**src/rtl/toy_bus_age_arbiter.sv**
```systemverilog
// -----------------------------------------------------------------------------
// toy_bus_age_arbiter
//
// Oldest-first arbiter for the toy_bus network. WIDTH requesters use valid/ready
// handshakes and share one registered output slot. An age matrix records the
// arrival order of requests, and the oldest pending request wins. Requests that
// arrive in the same cycle are ordered by index, lowest first, and all of them
// rank behind every request that was already pending. The winner is loaded into
// a 1-entry output stage as a one-hot select plus a binary index.
//
// Ports
//   i_clk      clock, all state on posedge
//   i_rst_n    asynchronous active-low reset
//   i_req_vld  per-requester request valid, held until o_req_rdy
//   o_req_rdy  per-requester accept, one-hot or zero
//   o_out_vld  output slot holds a granted request
//   i_out_rdy  downstream accepts the output slot
//   o_out_sel  one-hot of the granted requester (valid when o_out_vld)
//   o_out_idx  binary index of the granted requester (valid when o_out_vld)
// -----------------------------------------------------------------------------
module toy_bus_age_arbiter #(
    parameter  int WIDTH = 4,
    localparam int IDX_W = $clog2(WIDTH)
) (
    input  logic             i_clk,
    input  logic             i_rst_n,
    input  logic [WIDTH-1:0] i_req_vld,
    output logic [WIDTH-1:0] o_req_rdy,
    output logic             o_out_vld,
    input  logic             i_out_rdy,
    output logic [WIDTH-1:0] o_out_sel,
    output logic [IDX_W-1:0] o_out_idx
);

    localparam int NPAIR = (WIDTH * (WIDTH - 1)) / 2;

    // Only the upper triangle (i<j) of the age matrix is stored. A set bit
    // means requester i is older than requester j; the lower triangle is its
    // complement and the diagonal is constant zero.
    function automatic int pairIdx(input int i, input int j);
        return i * WIDTH - (i * (i + 1)) / 2 + (j - i - 1);
    endfunction

    logic [NPAIR-1:0] r_age;
    logic [NPAIR-1:0] w_ageNext;
    logic [WIDTH-1:0] r_pend;
    logic [WIDTH-1:0] w_older [WIDTH];
    logic [WIDTH-1:0] w_beats [WIDTH];
    logic [WIDTH-1:0] w_new;
    logic [WIDTH-1:0] w_sel;
    logic [WIDTH-1:0] w_fire;
    logic [WIDTH-1:0] w_arr;
    logic [IDX_W-1:0] w_idx;
    logic             w_load;
    logic             w_anyFire;

    // Expand the stored triangle into a full matrix so selection can index
    // any ordered pair directly.
    always_comb begin
        for (int i = 0; i < WIDTH; i++) begin
            w_older[i] = '0;
            for (int j = 0; j < WIDTH; j++) begin
                if (i < j) begin
                    w_older[i][j] = r_age[pairIdx(i, j)];
                end else if (i > j) begin
                    w_older[i][j] = ~r_age[pairIdx(j, i)];
                end
            end
        end
    end

    // A request that is valid but was not pending last cycle is new this cycle,
    // and the matrix does not know about it yet. w_beats[j][i] says whether j
    // outranks i: two pending requests use the matrix, a pending request
    // outranks a new one, and two new requests are ordered by index. A
    // requester is selected when no valid competitor outranks it.
    always_comb begin
        w_new = i_req_vld & ~r_pend;
        for (int j = 0; j < WIDTH; j++) begin
            w_beats[j] = '0;
            for (int i = 0; i < WIDTH; i++) begin
                if (i != j) begin
                    if (!w_new[j] && !w_new[i]) begin
                        w_beats[j][i] = w_older[j][i];
                    end else if (!w_new[j] && w_new[i]) begin
                        w_beats[j][i] = 1'b1;
                    end else if (w_new[j] && w_new[i]) begin
                        w_beats[j][i] = (j < i);
                    end else begin
                        w_beats[j][i] = 1'b0;
                    end
                end
            end
        end
        for (int i = 0; i < WIDTH; i++) begin
            w_sel[i] = i_req_vld[i];
            for (int j = 0; j < WIDTH; j++) begin
                if (j != i && i_req_vld[j] && w_beats[j][i]) begin
                    w_sel[i] = 1'b0;
                end
            end
        end
    end

    // Encode the one-hot winner into the binary index carried with the grant.
    always_comb begin
        w_idx = '0;
        for (int i = 0; i < WIDTH; i++) begin
            if (w_sel[i]) begin
                w_idx = IDX_W'(i);
            end
        end
    end

    // The slot can take a new grant when it is empty or being drained this
    // cycle. Accepts are suppressed while reset is asserted so that nothing
    // handshakes against state that is being cleared.
    always_comb begin
        w_load    = ~o_out_vld | i_out_rdy;
        o_req_rdy = w_sel & {WIDTH{w_load & i_rst_n}};
        w_fire    = i_req_vld & o_req_rdy;
        w_anyFire = |w_fire;
        w_arr     = i_req_vld & (~r_pend | w_fire);
    end

    // Each arrival becomes the youngest. When both members of a pair arrive
    // together, the lower index is the older one. Pairs that see no arrival
    // keep their bit, which also leaves stale bits behind a withdrawn request
    // until its next arrival overwrites them.
    always_comb begin
        w_ageNext = r_age;
        for (int i = 0; i < WIDTH; i++) begin
            for (int j = i + 1; j < WIDTH; j++) begin
                if (w_arr[i] && w_arr[j]) begin
                    w_ageNext[pairIdx(i, j)] = 1'b1;
                end else if (w_arr[i]) begin
                    w_ageNext[pairIdx(i, j)] = 1'b0;
                end else if (w_arr[j]) begin
                    w_ageNext[pairIdx(i, j)] = 1'b1;
                end
            end
        end
    end

    // Age matrix and pending flags. A request that fires is no longer pending,
    // so holding it high afterwards makes it a fresh, youngest arrival.
    always_ff @(posedge i_clk or negedge i_rst_n) begin
        if (!i_rst_n) begin
            r_age  <= '0;
            r_pend <= '0;
        end else begin
            r_age  <= w_ageNext;
            r_pend <= i_req_vld & ~w_fire;
        end
    end

    // Output slot. A grant loads the slot one cycle after the handshake. A
    // drain without a replacement empties it. While the slot is stalled, its
    // select and index stay unchanged.
    always_ff @(posedge i_clk or negedge i_rst_n) begin
        if (!i_rst_n) begin
            o_out_vld <= 1'b0;
            o_out_sel <= '0;
            o_out_idx <= '0;
        end else if (w_anyFire) begin
            o_out_vld <= 1'b1;
            o_out_sel <= w_sel;
            o_out_idx <= w_idx;
        end else if (i_out_rdy && o_out_vld) begin
            o_out_vld <= 1'b0;
        end
    end

endmodule

```
**config.mk**
```make
export PLATFORM = sky130hd
export DESIGN_NAME = toy_bus_age_arbiter
export DESIGN_NICKNAME = d
export VERILOG_FILES = /design/src/rtl/toy_bus_age_arbiter.sv
export SDC_FILE = /design/constraint.sdc
export NUM_CORES = 1
export LEC_CHECK = 0
export CORE_MARGIN = 2
export CORE_UTILIZATION = 49
export DETAILED_ROUTE_END_ITERATION = 12
export GPL_TIMING_DRIVEN = 0
export PLACE_DENSITY = 0.74
export SLEW_MARGIN = 10
export SYNTH_ARGS = -nofsm -noshare
export SYNTH_HDL_FRONTEND = slang
export SYNTH_SLANG_ARGS = --single-unit
export TNS_END_PERCENT = 10
```
**constraint.sdc**
```tcl
create_clock -name i_clk -period 2.1 [get_ports i_clk]
set_input_delay 0.525 -clock i_clk [delete_from_list [all_inputs] [get_ports i_clk]]
set_output_delay 0.525 -clock i_clk [all_outputs]
set_load 0.02 [all_outputs]
```
# Yosys cells after proc, flatten, opt, wreduce, memory -nomap -nowiden
# Index checks and enable logic that the tools add are counted.
[word_totals] mem_count=0 ramBits=0 output_inout_bits=11 in_bits=7 latchBits=0 wordCells=144 regBits=17 rom_bits=0
[classes] bitwise_logic=17 order_cmp=0 shifts=0 addsub=0 div_mod_pow=0 n_eq_ne=0 reduce_logical=55 n_mux=62 n_mul=0
[ops] operator="$mux 1" n=60
[ops] operator="$logic_and 1x1->1" n=43
[ops] operator="$and 4x4->4" n=5
[ops] operator="$reduce_bool 3->1" n=6
[ops] operator="$not 4->4" n=2
[ops] operator="$not 1->1" n=7
[ops] operator="$logic_not 1->1" n=4
[ops] operator="$mux 2" n=2
[ops] operator="$or 4x4->4" n=1
[ops] operator="$reduce_or 4->1" n=1
[ops] operator="$reduce_bool 2->1" n=1
[ops] operator="$and 1x1->1" n=1
[ops] operator="$or 1x1->1" n=1

# Logic depth before layout (Yosys ltp)
[depth] depth_word=17 mapped_depth=6 ltp_nobuf=5

# Worst setup path after synthesis
# OpenSTA, ideal clock, no wires.
[synth_timing] kind="input -> register" start="in i_out_rdy" end="reg o_out_idx[0]" cell_stages=5 path_slack_ps=186 required_ps=1972 n_path_buf=0 arrival_ps=1786 setup_ps=128 cell_sequence="nand2b_4 -> nand2_1 -> nor4_4 -> nor4_2 -> mux2_1"
[synth_between] elab_chain_len=5
[synth_rtl] item="from (decl)" line="30" rtl="input logic i_out_rdy,"
[synth_rtl] item="$or 1x1->1" line="119" rtl="w_load = ~o_out_vld | i_out_rdy;"
[synth_rtl] item="$and 1x1->1" line="120" rtl="o_req_rdy = w_sel & {WIDTH{w_load & i_rst_n}};"
[synth_rtl] item="$and 4x4->4" line="120"
[synth_rtl] item="via o_req_rdy[3]" line="28" rtl="output logic [WIDTH-1:0] o_req_rdy,"
[synth_rtl] item="$and 4x4->4" line="121" rtl="w_fire = i_req_vld & o_req_rdy;"
[synth_rtl] item="$reduce_or 4->1" line="122" rtl="w_anyFire = |w_fire;"
[synth_rtl] item="to (signal assigned)" line="168" rtl="o_out_idx <= w_idx;"
[synth_rtl] item="to (decl)" line="32" rtl="output logic [IDX_W-1:0] o_out_idx"
# The timed path passes the listed nets, and every way through them passes these cells.
# A chain may end at the register's enable or synchronous reset.

# Worst setup path after layout
[layout_timing] start="reg r_pend[1]" end="out o_req_rdy[0]"
[layout_between] elab_chain_len=11 elab_cells_between_ends=12 cone_classes="mux: 5; bitwise: 3; reduce/logical: 4"
[layout_rtl] item="from (decl)" line="46" rtl="logic [WIDTH-1:0] r_pend;"
[layout_rtl] item="from (signal assigned)" line="153" rtl="r_pend <= i_req_vld & ~w_fire;"
[layout_rtl] item="$not 4->4 (*)" line="78" rtl="w_new = i_req_vld & ~r_pend;"
[layout_rtl] item="$and 4x4->4 (*)" line="78"
[layout_rtl] item="$logic_not 1->1 (*)" line="83, 85"
[layout_rtl] item="$logic_and 1x1->1" line="85" rtl="end else if (!w_new[j] && w_new[i]) begin"
[layout_rtl] item="$mux 1" line="85"
[layout_rtl] item="$mux 1 (*)" line="83" rtl="if (!w_new[j] && !w_new[i]) begin"
[layout_rtl] item="$logic_and 1x1->1 (*)" line="98" rtl="if (j != i && i_req_vld[j] && w_beats[j][i]) begin"
[layout_rtl] item="$mux 1 (*) (3 in a row)" line="98"
[layout_rtl] item="$and 4x4->4 (*)" line="120"
[layout_rtl] item="to (decl)" line="28"
# Mark *: on every way between the ends. The rest lies on a longest branch, timed or not.

==> impl_metrics.json <==
{
  "cp-start-kind": "flop",
  "critPathCaptureType": "output pin",
  "clock-sinks": 17,
  "run_status": "complete, no violations",
  "timing.critical_path.from": "r_pend[1]$_DFF_PN0_",
  "port-buffer-count": 17,
  "postCtsHoldBufs": 0,
  "area_growth_pct": 29.3,
  "pin_count": 18,
  "synth_seq_area_share": 0.470,
  "ir_drop_mv": 0.519,
  "routed_wl_um": 1960,
  "gp_congestion": 0.781,
  "antenna_found_initial": 0,
  "syn_area_per_cell_um2": 10.8,
  "fin_ws_ps": 46.6,
  "die_y_um": 47.0,
  "hold_viol": 0,
  "clockBufferDepth": 2,
  "grt_pass1_vias": 756,
  "coreArea_mm2": 0.00173,
  "synth_area_um2": 905,
  "fin_crit_sh": 0.978,
  "pre_cts_slack_ps": -1710,
  "firstDrtPassIters": 4,
  "yosys_warnings": 0,
  "clock_latency_ps": 290,
  "grt_pass1_wl_um": 3430,
  "drive_gt1_frac": 0.296,
  "drtIter0Drc": 10,
  "vias": 711,
  "min_period_ps": 2050,
  "route.detailed.drc": 0,
  "syn_inst": 84,
  "dieArea_mm2": 0.00221,
  "worstMarginPinSlew_ps": 303,
  "slew-limit-headroom": 0.798,
  "min_path_type": "input pin to async pin",
  "synthDistinctLibCells": 33,
  "cts_tree": "built",
  "p_leak_nw": 0.520,
  "num_rows": 15,
  "crit_type": "flop to output pin",
  "fmax_mhz": 487,
  "setup_viol": 0,
  "slew_viol_final": 0,
  "post-route-util": 0.678,
  "fp.dieW_um": 47.0,
  "grt_max_degree": 21,
  "cts_htree_levels": 1,
  "rsz0062_at_grt": "true",
  "numCtsBuffers": 3,
  "routedWlPerCell_um": 14.7,
  "overflow": 0,
  "ant_nets": 0,
  "cellPowerDensity_mw_per_mm2": 839,
  "start_util": 0.524,
  "synth_nets": 91,
  "max_cap_viol_count": 0,
  "grt_use_total": 0.223,
  "dp_hpwl_um": 1320,
  "reg2reg_from": "r_pend[2]$_DFF_PN0_",
  "nets": 116,
  "path_clk_slew_ps": 100,
  "n_antenna_cell": 0,
  "arrival_ps": 1530,
  "via_per_inst": 5.35,
  "ys_ff_latch": 17,
  "worst-path-max-fanout": 5,
  "cts-root-buf": "clkbuf_4",
  "fin_worst_skew_ps": 9.62,
  "worst-endpoint-required_ps": 1570
}
power breakdown:
part           internal [mW]  leakage [nW]  switching [mW]  total, mW
clock network         0.0708        0.0177           0.102      0.173
registers              0.398         0.199          0.0508      0.449
logic                  0.175         0.303           0.185      0.360
per-stage QoR:
stage / std cells / power, mW / instance area (µm²) / TNS (ps) / hold slack (ps)
finish: 133 / 0.981 / 1170 / 0 / 99.3
global route: 133 / 1.05 / 1170 / -34.4 / 108
CTS: 133 / 0.988 / 1160 / -26.4 / 99.7
detailed placement: 126 / 0.803 / 1110 / -18840 / 476
global placement: 126 / 0.794 / 1110 / -18400 / 466
floorplan: 84 / 0.651 / 905 / 0 / 229
Yosys cell counts:
library cell,count,area share
nor2b_1,3,0.021
and2b_1,1,0.0083
a21o_1,1,0.0083
nor2_1,4,0.017
o21ai_1,1,0.0055
a21boi_0,1,0.0083
o21ai_0,2,0.011
buf_6,1,0.012
nand2b_4,1,0.015
clkinv_1,1,0.0041
nand2_1,10,0.041
nor4_2,1,0.014
a31oi_1,1,0.0069
o2111ai_2,1,0.017
and4b_4,1,0.015
a21oi_1,4,0.022
a211o_1,3,0.029
o22ai_1,1,0.0069
o31ai_1,1,0.0083
nor4_4,2,0.047
a21boi_1,2,0.017
nand2b_1,3,0.021
o41ai_1,1,0.0097
a21bo_2,1,0.011
mux2_1,1,0.012
nand3_1,3,0.017
a21oi_2,1,0.0097
a31o_1,3,0.029
inv_1,8,0.033
dfrtp_1,17,0.47
a21boi_2,1,0.012
a21bo_1,1,0.011
a311oi_4,1,0.029
area by class of cell:
cell class / instances / area, µm²
Clock buffer: 3 / 22.5
Clock inverter: 1 / 5.00
Fill cell: 146 / 557
Inverter: 9 / 35.0
Multi-Input combinational cell: 57 / 464
Sequential cell: 17 / 428
Tap cell: 25 / 31.3
Timing Repair Buffer: 21 / 184
kinds of logic after synthesis:
group / Yosys count / synth area share
and+or+nand+nor: 29 / 0.216
AOI/OAI and AO/OA: 27 / 0.252
DFF: 17 / 0.470
buffers and inverters: 10 / 0.0498
muxes: 1 / 0.0124
routing by layer:
layer,vias up,share of wire,global-route usage
li1,350,-,-
met1,346,0.46,0.307
met2,13,0.50,0.364
met3,2,0.028,0.0346
met4,0,0.0071,0.0667
met5,-,0,0
repair_timing:
| action | CTS | global route |
|---|---|---|
| cloned | 0 | 0 |
| setup endpoints to repair | 21 | 4 |
| pin swaps | 4 | 1 |
| gates resized for setup | 39 | 8 |
| buffers inserted | 4 | 0 |
registers in the layout, indices dropped and copies added (netlist names):
signal / cells
r_pend: 4
o_out_idx: 2
o_out_vld: 1
o_out_sel: 4
r_age: 6
final timing paths:
check | endpoint | slack, ps | cells after the start
max | o_req_rdy[0] | 50 | 4
min | r_pend[1]$_DFF_PN0_ | 100 | 1
max reg2reg | o_out_idx[0]$_DFFE_PN0P_ | 160 | 6
min reg2reg | o_out_idx[1]$_DFFE_PN0P_ | 500 | 1
max in group asynchronous | r_pend[2]$_DFF_PN0_ | 1750 | 1
min in group i_clk | o_out_idx[1]$_DFFE_PN0P_ | 500 | 1
placed cells by master (no fill, tap or decap), types with 2 or more instances in the layout:
| cell | n |
|---|---|
| a211o_1 | 3 |
| a21boi_1 | 2 |
| a21oi_1 | 4 |
| a31o_1 | 3 |
| buf_4 | 7 |
| buf_6 | 2 |
| clkbuf_2 | 2 |
| clkbuf_4 | 3 |
| clkdlybuf4s50_1 | 7 |
| clkinv_2 | 2 |
| dfrtp_1 | 15 |
| dfrtp_2 | 2 |
| dlygate4sd2_1 | 2 |
| inv_1 | 8 |
| nand2_1 | 9 |
| nand2b_1 | 2 |
| nand2b_4 | 2 |
| nand3_1 | 3 |
| nor2_1 | 4 |
| nor2b_1 | 3 |
| nor4_4 | 2 |
| o21ai_0 | 2 |
worst max-delay path, stage by stage, from the launching register on:
cell and delay [ps]:
dfrtp_1 450, a21bo_2 230, o2111ai_2 120, a311oi_4 270, buf_6 160
Power figures use the tool's default switching activity.
==> edit 1, RTL diff (same settings) <==
Set the parameter `WIDTH` to 8 (it was 4).
--- a/src/rtl/toy_bus_age_arbiter.sv
+++ b/src/rtl/toy_bus_age_arbiter.sv
@@ -19,7 +19,7 @@
 //   o_out_idx  binary index of the granted requester (valid when o_out_vld)
 // -----------------------------------------------------------------------------
 module toy_bus_age_arbiter #(
-    parameter  int WIDTH = 4,
+    parameter  int WIDTH = 8,
     localparam int IDX_W = $clog2(WIDTH)
 ) (
     input  logic             i_clk,
Ports: changed (resized i_req_vld, o_out_idx, o_out_sel and o_req_rdy); port bits go from 18 to 31. No check against the original RTL was run, so the function may have changed too.
==> edit 1 against the unedited design <==
The flow now finishes with violations (setup timing); global-route usage is 9.7 points higher; critical path depth up 3; power increased to 3.2 times the old value; wire length rose to 4.5 times the old value; sequential cell count grew 31; die area grew to 2.5 times the old value; synthesized area rose to 2.7 times the old value; hold slack lost 0.039 ns; clock skew is 0.0034 ns lower; sequential share of layout area shrank 4.2 points; largest cell class unchanged; utilization grew 10 points; worst setup slack worse by 0.44 ns; final area rose to 3.2 times the old value.
==> edit 1: results (changes against the unedited design) <==
[status]
status=finished, violations left
violations=setup timing

[worst_setup_path]
r2r_slack_ns=-0.39  ; -0.55 ns
critPathMaxFanout=4  ; -1
r2r_end=o_out_idx[2]$_DFFE_PN0P_
r2r_cells=11  ; +5

[synthesis]
synth_seq_area_share_pct=48.8  ; +1.7 points
syn_nets=287  ; +220%
synth_area_leaders=dfrtp_1, nand2_1, a21o_1
synth_mux_area_share_pct=0.457  ; -0.79 points
synth_common_cells=nand2_1, dfrtp_1, a21oi_1
synth-compound-area-share_pct=23.2  ; -2.0 points
synthDistinctLibCells=43  ; +30%

[detailed_routing]
drt_pass1_iterations=5  ; +1
wl_um=8890  ; +350%
vias=2643  ; +270%

[cts]
cts_htree_levels=2  ; +1
ctsRootBufferMaster=clkbuf_8

[pwr]
worst_ir_drop_vdd_uv=454  ; -13%

[grt]
grt_pass1_vias=2510  ; +230%
grt_max_degree=28  ; +33%
grt_first_pass_wirelength_um=13100  ; +280%
grt_usage_pct=32.1  ; +9.7 points

[cells_and_area]
final_nets=371  ; +220%
fill_cells=295  ; +100%

[timing]
finalSetupViolations=29  ; +29
finalWorstSetupSlack_ns=-0.398  ; -0.444 ns
skew_ns=0.00620  ; -0.00342 ns
tns_ns=-6.02  ; -6.02 ns
relSlewSlack_pct=60.6  ; -19 points

[place]
dp_hpwl_um=4850  ; +270%
dp_slack_ns=-1.59  ; +0.123 ns

## edit 1: how the worst max path moves through the flow
stage / startpoint / to / cells after the start
2_1_floorplan: i_req_vld[2] / o_req_rdy[2] / 6
3_3_place_gp: i_rst_n / o_req_rdy[0] / 6
3_5_place_dp: i_req_vld[1] / o_req_rdy[1] / 7
4_1_cts: r_pend[3]$_DFF_PN0_ / o_req_rdy[3] / 7
5_1_grt: r_pend[3]$_DFF_PN0_ / o_req_rdy[3] / 7
6_report: r_pend[3]$_DFF_PN0_ / o_req_rdy[3] / 7
## edit 1: layout make-up
| cell class | count | area share [%] |
|---|---|---|
| clock buffers | 7 | 2.58 |
| clock inverters | 1 | 0.805 |
| multi-input cells | 203 | 38.8 |
| flip-flops and latches | 48 | 32.4 |
| well taps | 67 | 2.25 |
| plain buffers | 11 | 3.05 |
| inverters | 12 | 1.21 |
| repair buffers | 79 | 18.9 |
## edit 1: stage by stage
step | hold WS, ns | total power [mW] | cells | utilization (%) | cell area (µm²)
5_1_grt | 0.0756 | 3.25 | 428 | 78.0 | 3730
4_1_cts | 0.0752 | 2.98 | 424 | 75.0 | 3590
3_3_place_gp | 0.456 | 2.08 | 371 | 60.7 | 2910
2_1_floorplan | 0.229 | 1.76 | 276 | - | 2540
3_5_place_dp | 0.468 | 2.10 | 372 | 61.0 | 2920
6_report | 0.0603 | 3.13 | 428 | 78.0 | 3730
## edit 1: metal layers
layer / vias up / share of wire [%] / GRT usage, %
li1: 1133 / - / -
met5: - / 0 / 0
met3: 59 / 8.6 / 5.76
met2: 200 / 47 / 50.8
met1: 1251 / 39 / 42.9
met4: 0 / 5.6 / 15.3
## edit 1: what timing repair did
item / 4_1_cts / 5_1_grt
pin swaps: 22 / 11
endpoints found under the setup margin: 51 / 44
setup buffers: 46 / 4
resized for setup: 131 / 33
gates cloned: 0 / 0
## edit 1: cells by family (layout without fill, tap and decap cells)
family          after synthesis  count (layout)
mux                           1               1
buf+inv                      25             110
simple gates                116             116
compound gates               86              86
flops                        48              48
## edit 1: critical path, stage by stage (launching register included)
cell and delay, ns:
dfrtp_1 0.39, buf_6 0.13, or2b_4 0.13, nand2_1 0.06, a21o_1 0.17, or4b_4 0.52
nor2_4 0.14, buf_6 0.13
## edit 1: report_power, final
part	total (mW)	internal [mW]	switching, mW
Clock	0.738	0.420	0.317
Sequential	1.27	1.11	0.168
Combinational	1.12	0.551	0.568
==> edit 2, RTL diff (same settings) <==
Made on the original files. Make the reset (`i_rst_n`) synchronous in 2 clocked blocks. Comments in the files are not updated.
--- a/src/rtl/toy_bus_age_arbiter.sv
+++ b/src/rtl/toy_bus_age_arbiter.sv
@@ -144,7 +144,7 @@
 
     // Age matrix and pending flags. A request that fires is no longer pending,
     // so holding it high afterwards makes it a fresh, youngest arrival.
-    always_ff @(posedge i_clk or negedge i_rst_n) begin
+    always_ff @(posedge i_clk) begin
         if (!i_rst_n) begin
             r_age  <= '0;
             r_pend <= '0;
@@ -157,7 +157,7 @@
     // Output slot. A grant loads the slot one cycle after the handshake. A
     // drain without a replacement empties it. While the slot is stalled, its
     // select and index stay unchanged.
-    always_ff @(posedge i_clk or negedge i_rst_n) begin
+    always_ff @(posedge i_clk) begin
         if (!i_rst_n) begin
             o_out_vld <= 1'b0;
             o_out_sel <= '0;
Function: differs if i_rst_n is asserted again (counterexample within 4 cycles, from zero or initial values and one cycle with i_rst_n low); with i_rst_n held inactive, the same outputs for 10 cycles.
==> edit 2 against the unedited design <==
Sequential cell count did not move; sequential power down 17%; synthesized area is 10% lower; utilization rose by 6.3 points; worst setup slack got worse by 0.018 ns; final area shrank 3.5%; power shrank 23%; wire length is 3.1% higher; clock skew fell by 0.0074 ns; non-clock buffer count increased by 11; combinational power decreased by 42%; critical endpoint is now o_req_rdy[2]; count of clock-buffer cells in the layout grew 1; maximum frequency fell by 0.87%.
==> edit 2: results (changes against the unedited design) <==
[synthesis]
syn_nets=92  ; +1.1%
ys_async_sr_fraction_pct=0  ; -100 points
synth-compound-area-share_pct=19.5  ; -5.6 points
synth_common_cells=dfxtp_1, nand2_1, a21oi_1
synth_mux_area_share_pct=1.23  ; -0.014 points
synth_area_leaders=dfxtp_1, nor4_4, nand3b_1
synth_seq_area_share_pct=41.8  ; -5.2 points
synthDistinctLibCells=31  ; -6.1%
netlist_instances=85  ; +1.2%

[worst_setup_path]
crit_path_max_incr_delay_ns=0.54  ; +0.09 ns
r2r-start=r_pend[0]$_SDFF_PN0_
arrival_ns=1.55  ; +0.02 ns
cp-startpoint=i_rst_n
critPathMaxFanout=4  ; -1
cp_slowest_cell=or4_4
r2r_slack_ns=0.29  ; +0.13 ns
cpLargestDelayFamily=simple AND/OR/NAND/NOR gates

[grt]
grt_usage_pct=22.8  ; +0.47 points
grt_util_met1_pct=32.2  ; +1.5 points
use_met2_pct=36.2  ; -0.21 points
grt_max_degree=11  ; -48%

[place]
placed_area_mm2=0.00100  ; -9.3%
gp_congestion=0.809  ; +3.6%
dp_hpwl_um=1290  ; -2.5%
numPlacedInstances=118  ; -6.3%

[pwr]
power.leakage_nw=0.474  ; -8.9%
worst_ir_drop_vdd_uv=493  ; -5.2%

[detailed_routing]
drt_iter0_drc=10  ; unchanged
vias=754  ; +6.0%
route.detailed.wl_per_inst_um=14.9  ; +0.79%
wl_met3_um=61  ; +11%

[status]
status=finished clean

[timing]
worst_pin_slew_ns=0.451  ; +0.148 ns
skew_ns=0.00219  ; -0.00744 ns

[cells_and_area]
drive_above_1_share_pct=37.5  ; +7.9 points
fill_cells=114  ; -22%
antenna_cells=0  ; unchanged
ff_latch_area_um2=345  ; -19%
final_nets=128  ; +10%

[hold_path]
hold_class=flip-flop to flip-flop

-- edit 2: per-stage QoR --
| stage | setup WS (ns) | setup TNS (ns) | hold WS [ns] |
|---|---|---|---|
| after floorplan | 0.131 | 0 | 0.443 |
| after global placement | -0.951 | -6.20 | 0.448 |
| after detailed placement | -0.979 | -6.46 | 0.458 |
| after CTS | 0.0105 | 0 | 0.470 |
| after global routing | -0.0341 | -0.0522 | 0.481 |
| final | 0.0285 | 0 | 0.468 |
-- edit 2: report_power, final --
group          total [mW]  switching [mW]  internal, mW
Combinational       0.210           0.107         0.104
Clock               0.176           0.103        0.0737
Sequential          0.374          0.0201         0.354
-- edit 2: area by class of cell --
type	instances	share of cell area [%]
repair buffers	31	22.1
clock buffers	4	2.33
flip-flops and latches	17	30.6
plain buffers	1	0.333
inverters	4	2.00
multi-input cells	63	40.9
well taps	16	1.77
-- edit 2: timing repair --
item | 4_1_cts | 5_1_grt
resized for setup | 42 | 8
endpoints found under the setup margin | 11 | 4
buffers inserted | 12 | 2
pin swaps | 6 | 2
